## config.mk

```make
export PLATFORM = sky130hd
export DESIGN_NAME = ram_port_arbiter
export DESIGN_NICKNAME = d
export VERILOG_FILES = /design/src/rtl/ram_port_arbiter.sv
export SDC_FILE = /design/constraint.sdc
export NUM_CORES = 1
export LEC_CHECK = 0
export CAP_MARGIN = 25
export CORE_AREA = 2 2 103 105
export CTS_BUF_LIST = sky130_fd_sc_hd__clkbuf_4
export CTS_CLUSTER_SIZE = 20
export DETAILED_ROUTE_END_ITERATION = 10
export DIE_AREA = 0 0 105 107
export PLACE_DENSITY = 0.75
export SLEW_MARGIN = 20
export SYNTH_ARGS = -nofsm -noshare
export SYNTH_HDL_FRONTEND = slang
export SYNTH_SLANG_ARGS = --single-unit
export TNS_END_PERCENT = 10
```

## constraint.sdc

```tcl
create_clock -name Clk -period 1.8 [get_ports Clk]
set_clock_uncertainty 0.2 [all_clocks]
set_input_delay 0.18 -clock Clk [delete_from_list [all_inputs] [get_ports Clk]]
set_output_delay 0.18 -clock Clk [all_outputs]
set_load 0.1 [all_outputs]
```

## src/rtl/ram_port_arbiter.sv

```systemverilog
// Request/grant arbiter and sequencer for the shared single-port feature/weight RAM.
// Define ARB_ROUND_ROBIN_EN for round-robin arbitration; otherwise fixed priority 0 > 1 > 2 > 3.
module ram_port_arbiter #(
  parameter int ADDR_W    = 16,
  parameter int DATA_W    = 16,
  parameter int MAX_BURST = 256,
  parameter int RD_LAT    = 1
) (
  input  logic                Clk,
  input  logic                Rst_n,
  input  logic [3:0]          Req,
  input  logic [3:0]          Last,
  input  logic [3:0]          WrEn,
  input  logic [4*ADDR_W-1:0] Addr,
  input  logic [4*DATA_W-1:0] WrData,
  output logic [3:0]          Gnt,
  output logic [ADDR_W-1:0]   AddressToRAM,
  output logic                WriteEnableToRAM,
  output logic                ReadEnableToRAM,
  output logic [DATA_W-1:0]   DataToRAM,
  input  logic [DATA_W-1:0]   RamRdData,
  output logic [3:0]          RdValid,
  output logic [DATA_W-1:0]   RdData,
  output logic                Busy,
  output logic                ForcedRelease
);

  localparam int CNT_W = $clog2(MAX_BURST);

  typedef enum logic {
    IDLE = 1'b0,
    OWN  = 1'b1
  } arbStateE;

  arbStateE             state;
  logic [1:0]           owner;
  logic [CNT_W-1:0]     beatCnt;
  logic [1:0]           rdOwner;
  logic [RD_LAT-1:0]    rdPipeV;
  logic [RD_LAT-1:0][1:0] rdPipeId;

  logic                 anyReq;
  logic [1:0]           winner;
  logic                 ownReq;
  logic                 ownLast;
  logic                 ownWr;
  logic [ADDR_W-1:0]    ownAddr;
  logic [DATA_W-1:0]    ownData;
  logic                 beatAcc;
  logic                 capHit;
  logic                 releaseNow;

  // Handshake: a beat transfers on a cycle where Gnt[i] && Req[i]; Req[i] doubles as beat-valid,
  // and dropping Req[i] while granted abandons the burst and returns the RAM to IDLE.
  assign anyReq  = |Req;
  assign ownReq  = Req[owner];
  assign ownLast = Last[owner];
  assign ownWr   = WrEn[owner];
  assign ownAddr = Addr[owner*ADDR_W +: ADDR_W];
  assign ownData = WrData[owner*DATA_W +: DATA_W];

  assign beatAcc    = (state == OWN) && ownReq;
  assign capHit     = (beatCnt == CNT_W'(MAX_BURST - 1));
  assign releaseNow = (state == OWN) && (!ownReq || ownLast || capHit);

`ifdef ARB_ROUND_ROBIN_EN
  logic [1:0] rrPtr;

  // Highest priority goes to the requester just after the previous owner.
  always_comb begin
    logic [1:0] idx;
    winner = 2'd0;
    idx    = 2'd0;
    for (int k = 3; k >= 0; k--) begin
      idx = rrPtr + 2'(k + 1);
      if (Req[idx]) winner = idx;
    end
  end

  always_ff @(posedge Clk or negedge Rst_n) begin
    if (!Rst_n) begin
      rrPtr <= 2'd3;
    end else if ((state == IDLE) && anyReq) begin
      rrPtr <= winner;
    end
  end
`else
  always_comb begin
    winner = 2'd0;
    for (int k = 3; k >= 0; k--) begin
      if (Req[k]) winner = 2'(k);
    end
  end
`endif

  always_ff @(posedge Clk or negedge Rst_n) begin
    if (!Rst_n) begin
      state            <= IDLE;
      owner            <= 2'd0;
      beatCnt          <= '0;
      Gnt              <= 4'b0000;
      Busy             <= 1'b0;
      AddressToRAM     <= '0;
      DataToRAM        <= '0;
      WriteEnableToRAM <= 1'b0;
      ReadEnableToRAM  <= 1'b0;
      ForcedRelease    <= 1'b0;
      rdOwner          <= 2'd0;
    end else begin
      WriteEnableToRAM <= 1'b0;
      ReadEnableToRAM  <= 1'b0;
      ForcedRelease    <= 1'b0;
      case (state)
        IDLE: begin
          if (anyReq) begin
            state   <= OWN;
            owner   <= winner;
            beatCnt <= '0;
            Gnt     <= 4'b0001 << winner;
            Busy    <= 1'b1;
          end
        end
        OWN: begin
          if (beatAcc) begin
            AddressToRAM     <= ownAddr;
            DataToRAM        <= ownData;
            WriteEnableToRAM <= ownWr;
            ReadEnableToRAM  <= !ownWr;
            rdOwner          <= owner;
            beatCnt          <= beatCnt + CNT_W'(1);
            // Last on the capped beat is an ordinary end of burst, not a revocation.
            if (capHit && !ownLast) ForcedRelease <= 1'b1;
          end
          if (releaseNow) begin
            state <= IDLE;
            Gnt   <= 4'b0000;
            Busy  <= 1'b0;
          end
        end
        default: state <= IDLE;
      endcase
    end
  end

  // Read-return tags travel with each strobe so returns land on the issuer after ownership moves on.
  always_ff @(posedge Clk or negedge Rst_n) begin
    if (!Rst_n) begin
      rdPipeV  <= '0;
      rdPipeId <= '0;
    end else begin
      rdPipeV[0]  <= ReadEnableToRAM;
      rdPipeId[0] <= rdOwner;
      for (int i = 1; i < RD_LAT; i++) begin
        rdPipeV[i]  <= rdPipeV[i-1];
        rdPipeId[i] <= rdPipeId[i-1];
      end
    end
  end

  assign RdValid = rdPipeV[RD_LAT-1] ? (4'b0001 << rdPipeId[RD_LAT-1]) : 4'b0000;
  assign RdData  = RamRdData;

endmodule

```

-- Yosys cells after proc, flatten, opt, wreduce, memory -nomap -nowiden
Index checks and enable logic that the tools add are counted.
- $add $sub $neg: 1
- multipliers: 0
- divide/modulo/power cells: 0
- magnitude comparators: 1
- equality and inequality tests: 4
- shifts and indexed selects: 4
- muxes and demuxes: 30
- bitwise operators: 1
- reductions and logical operators: 13
- operators by type and width (kind ; number):
    $shiftx 64x7->16 ; 2
    $mux 8 ; 2
    $pmux 8 s2 ; 1
    $mux 1 ; 14
    $mux 4 ; 3
    $add 8x1->8 const B ; 1
    $eq 8x8->1 const B ; 1
    $mux 2 ; 4
    $pmux 4 s2 ; 1
    $reduce_and 2->1 ; 4
    $shl 1x2->4 const A ; 2
    $bmux 1 s2 ; 3
    $ne 2x1->1 const B ; 2
    $pmux 1 s2 ; 2
    $reduce_or 4->1 ; 1
    $logic_and 1x1->1 ; 3
    $logic_not 1->1 ; 3
    $lt 2x3->1 const B ; 1
    $logic_or 1x1->1 ; 2
    $ne 2x2->1 const B ; 1
    $not 1->1 ; 1
- bits in registers: 56
- latch bits: 0
- RAM bits: 0
- memory bits (read-only): 0
- input port bits: 158
- output and inout bits: 60
- word-level logic and storage cells: 67
- memories: 0

-- Logic depth before layout (Yosys ltp)
- word-level depth: 8
- mapped depth: 5
- gate-level depth less buffers: 4

-- Worst setup path before layout
OpenSTA, ideal clock, no wires.
- path kind: register to output
- start: register rdPipeId[0] in the netlist's numbering
- end: output RdValid[0]
- data arrival time: 2.598 ns
- data required time: 1.420 ns
- slack: -1.178 ns
- stages on the path, launching flop included: 2
- path buffers: 0
- cell sequence: dfrtp_1 -> nor3b_1
- word-level cells in the longest chain between the ends: 2
- ends and longest elaborated chain (element ; line ; text):
    from (decl) ; 40 ; logic [RD_LAT-1:0][1:0] rdPipeId;
    from (signal, indexed assignment) ; 155 ; rdPipeId[i] <= rdPipeId[i-1];
    $shl 1x2->4 ; 160 ; assign RdValid = rdPipeV[RD_LAT-1] ? (4'b0001 << rdPipeId[RD_LAT-1]) : 4'b0000;
    $mux 4 ; 160 ;
    to (decl) ; 22 ; output logic [3:0] RdValid,
No other way between the ends.

-- Worst setup path after layout
- start: register owner[1]
- end: register AddressToRAM[14]
- word-level cells in the longest chain between the ends: 4
- elaborated cells between the ends (all ways): 5
- those cells by class: 1 x shift; 2 x mux; 2 x reduce/logical
- ends and longest elaborated chain (element ; line ; text):
    from (decl) ; 36 ; logic [1:0] owner;
    from (signal assigned) ; 117 ; owner <= winner;
    parallel branches: the longest is 4 deep, another holds $shiftx 64x7->16 ; n/a ;
    to (signal assigned) ; 125 ; AddressToRAM <= ownAddr;
    to (decl) ; 17 ; output logic [ADDR_W-1:0] AddressToRAM,
Several ways; the timed one is not identified. The select of a mux whose other input is x is not followed.
A chain may end at the register's enable or synchronous reset.

==> metrics list <==
- For the pin with the worst max-slew slack, the measured transition is 0.402 ns.
- The finished layout holds 552 standard cells, fillers aside.
- The share of the Yosys chip area taken by registers is 0.415.
- Time the final worst path needs with I/O delays and setup: 1.91 ns
* Max-capacitance violation count: 0
* Flip-flop and latch count after synthesis: 56
* Hold violation count in the final report: 0
* CTS tree: built
- The worst setup path is captured at a register.
- The final-report max-slew violation count came to 0.
- The detail route stage leaves a number of antenna-violating nets equal to 0.
- Buffers placed on the I/O ports in this run total 185.
- In the routed layout, each cell is associated on average with a via count of 5.05.
- The cell sitting at the root of the clock tree is a clkbuf_4.
- For this design the static power due to leakage is 0.00254 uW.
- The H-tree was split into 2 levels.
* Iter 0 DRT Violations: 183
- Once placement completed, the tool counted placed cells totaling 538.
- When the netlist entered floorplanning its net count stood at 390.
* Insertion delay to the later sink of the worst-skew pair: 0.37 ns
- Part of the cycle the worst path needs: 1.06
* Worst-case register-to-register setup slack: -0.11 ns
* I/O Pins: 218
- Min Hold Slack: 0.117 ns
- Among all flip-flop cells after synthesis, the most frequent one is dfrtp_1.
- Ys async rst share: 1.00
- Number of sinks driven by the clock tree: 56
* Pin count of the biggest net entering global routing: 57
- Each instance of the synthesized netlist takes up on average 14.6 um^2.
* Post-route design area: 5980 um^2
- Headroom to the max-slew limit came out at 0.732.
- Setup repair after global routing could not meet its margin everywhere.
* Met2 capacity usage during global routing: 0.314
- Setup total negative slack on the finished layout was measured at -3.16 ns.
- In the post-route analysis, the smallest setup slack over all paths is -0.114 ns.
* Fraction of met3 tracks used by global routing: 0.0389
- In this design, the stage delay of the slowest critical-path cell is 0.58 ns.
- The core region is 10100 um^2.
- Detailed routing inserted a total of 2785 vias.
- GR peak layer: met2
- The worst hold path belongs to the class in -> async.
- The final reports fail on negative setup slack.
- EDFF count, synth: 0
- Pwr Density: 1990 nW/um^2
- CP max-delay cell: mux4_2
- Clock slew seen by the registers of the worst setup and hold paths: 0.16 ns
- Data arrival, critical path: 1.99 ns
- DIE AREA: 11200 um^2
* Final routed wire length divided by cell count: 18.3 um
- Fraction of met1 tracks used by global routing: 0.211
* Wire length of the first global-routing pass: 15600 um
- Top fanout value on the critical path: 10
* Antenna violations before repair: 1
- The congestion estimate from routability-driven global placement came to 0.774.
- CTS max path bufs: 2
- The final layout contains 573 nets.
- Setup violations remaining at the end of the flow were counted as 37.
- Estimated wirelength of the detail-placed design: 8020 um
* Die X-Extent: 105 um
- Across the VDD grid, the largest voltage drop is 1180 uV.
* Layout Area Growth over Synthesis: 76.8%
- Die Height: 107 um
* Initial core utilization: 0.335
* Inserted Clock Buffers: 5
* Number of filler cells placed in the layout: 829
* DRC violation count after routing: 0
- Number of global-route vias before repair: 3005
- Global route total overflow: 0
- Placed Instance Area: 5790 um^2
* Post-place setup slack: -0.363 ns
- The cell area that synthesis handed to floorplanning was 3380 um^2.
- Number of distinct standard cells referenced by the synthesized netlist: 42
- Wires add up to 10100 um.
- STA classifies the critical path startpoint as a register.
* Chain of cells forming the critical path: mux4_2 -> nand2_8 -> buf_12 -> mux2_2
- For this run, the total global-route usage over all layers was measured as 0.177.
* Pre-Repair DR Iteration Count: 4
* Number of placement rows: 37
- The run finished, with violations left.
* Total number of yosys warnings: 0
- Endpoint required time on the critical path: 1.88 ns
* Share of final-layout standard cells stronger than drive strength 1: 0.364
* Fmax: 0.522 GHz
- Gate Count Post-Synth: 231
- The critical path is of the reg -> reg type.
## placed cells by master, fill, tap and decap left out, types with 2 or more instances in the layout
| master | n |
|---|---|
| o22a_1 | 2 |
| dfrtp_2 | 2 |
| nor2_1 | 6 |
| buf_12 | 49 |
| clkbuf_16 | 2 |
| clkbuf_4 | 7 |
| buf_4 | 14 |
| nor3_1 | 2 |
| and3_1 | 4 |
| o211ai_1 | 5 |
| mux2_4 | 28 |
| clkdlybuf4s50_1 | 140 |
| a21oi_1 | 3 |
| mux2i_1 | 7 |
| nand3_1 | 4 |
| and2_1 | 2 |
| nand2_1 | 2 |
| inv_1 | 4 |
| mux4_2 | 35 |
| dfrtp_1 | 54 |
| nand4_1 | 4 |
| mux2_2 | 5 |
| o21ai_0 | 11 |
## cell usage after synthesis, types with 2 or more instances
cell | n | area [um^2]
clkbuf_1 | 7 | 26.3
nand4_1 | 4 | 25.0
mux2i_1 | 7 | 70.1
nor2_1 | 7 | 26.3
buf_2 | 2 | 10.0
dfrtp_1 | 56 | 1400
mux4_2 | 35 | 788
o211ai_1 | 5 | 37.5
mux2_1 | 6 | 67.6
nand2_1 | 2 | 7.51
buf_12 | 2 | 40.0
a21oi_1 | 3 | 15.0
buf_4 | 16 | 120
buf_6 | 3 | 33.8
nor4_1 | 2 | 12.5
nand3_1 | 4 | 20.0
mux2_4 | 20 | 300
o21ai_0 | 11 | 55.1
and2_1 | 2 | 12.5
mux2_2 | 7 | 78.8
o22a_1 | 2 | 17.5
inv_1 | 4 | 15.0
nor3_1 | 2 | 10.0
and3_1 | 4 | 25.0
## worst max-delay path, delay by kind of cell, from the launching register on
family        cells  cell delay (ns)
buf+inv           1             0.15
simple gates      1             0.13
flops             1             0.41
mux               2             0.92
## metrics by stage
stage               total power, uW  utilization
floorplan                      8130            -
global placement              10900        0.574
detailed placement            11000        0.574
CTS                           11700        0.584
global route                  12400        0.592
finish                        11900        0.592
## power breakdown
part	leakage (uW)	switching (uW)	internal [uW]
logic	0.00182	4830	4050
clock network	0.0000363	393	189
registers	0.000687	637	1800
## layout make-up
cell class | count | area, um^2 | area share
Sequential cell | 56 | 1400 | 0.235
Tap cell | 136 | 170 | 0.0285
Timing Repair Buffer | 207 | 2550 | 0.427
Antenna cell | 1 | 2.50 | 0.000419
Inverter | 4 | 15.0 | 0.00251
Clock inverter | 1 | 8.76 | 0.00147
Multi-Input combinational cell | 140 | 1770 | 0.296
Clock buffer | 7 | 52.6 | 0.00879
## cell families (layout without fill, tap and decap cells)
kind of cell    after synthesis  in the layout  synth area share
mux                          75             75             0.386
simple gates                 36             36            0.0655
compound gates               28             28            0.0533
other cells                   0              1                 0
buf+inv                      35            219            0.0770
flops                        56             56             0.415
fa+ha+maj                     1              1           0.00370
## flip-flops by register name (all words and copies together), names as in the netlist
register	flops
rdPipeV	1
rdOwner	2
beatCnt	8
ForcedRelease	1
Gnt	4
DataToRAM	16
Busy	1
rdPipeId	2
state	1
owner	2
AddressToRAM	16
ReadEnableToRAM	1
WriteEnableToRAM	1
## timing repair
| action | 4_1_cts | 5_1_grt |
|---|---|---|
| endpoints found under the hold margin | 56 | 0 |
| hold buffers | 1 | 0 |
| setup buffers | 2 | 0 |
| resized for setup | 4 | 7 |
| endpoints found under the setup margin | 39 | 45 |
| gates cloned | 0 | 2 |
## worst paths after layout
| check | to | startpoint | depth (start not counted) |
|---|---|---|---|
| max | AddressToRAM[14]$_DFFE_PN0P_ | owner[1]$_DFFE_PN0P_ | 4 |
| max in group asynchronous | owner[0]$_DFFE_PN0P_ | Rst_n | 3 |
| min reg2reg | rdPipeId[0]$_DFF_PN0_ | rdOwner[0]$_DFFE_PN0P_ | 0 |
| max reg2reg | AddressToRAM[14]$_DFFE_PN0P_ | owner[1]$_DFFE_PN0P_ | 4 |
| min in group Clk | RdData[15] | RamRdData[15] | 0 |
| min | AddressToRAM[8]$_DFFE_PN0P_ | Rst_n | 3 |
## layer usage
metal	wire length [um]	vias up
met5	0	-
met4	214	0
met3	706	14
met2	5370	126
met1	3840	1394
li1	-	1251
(Power assumes the default switching activity.)
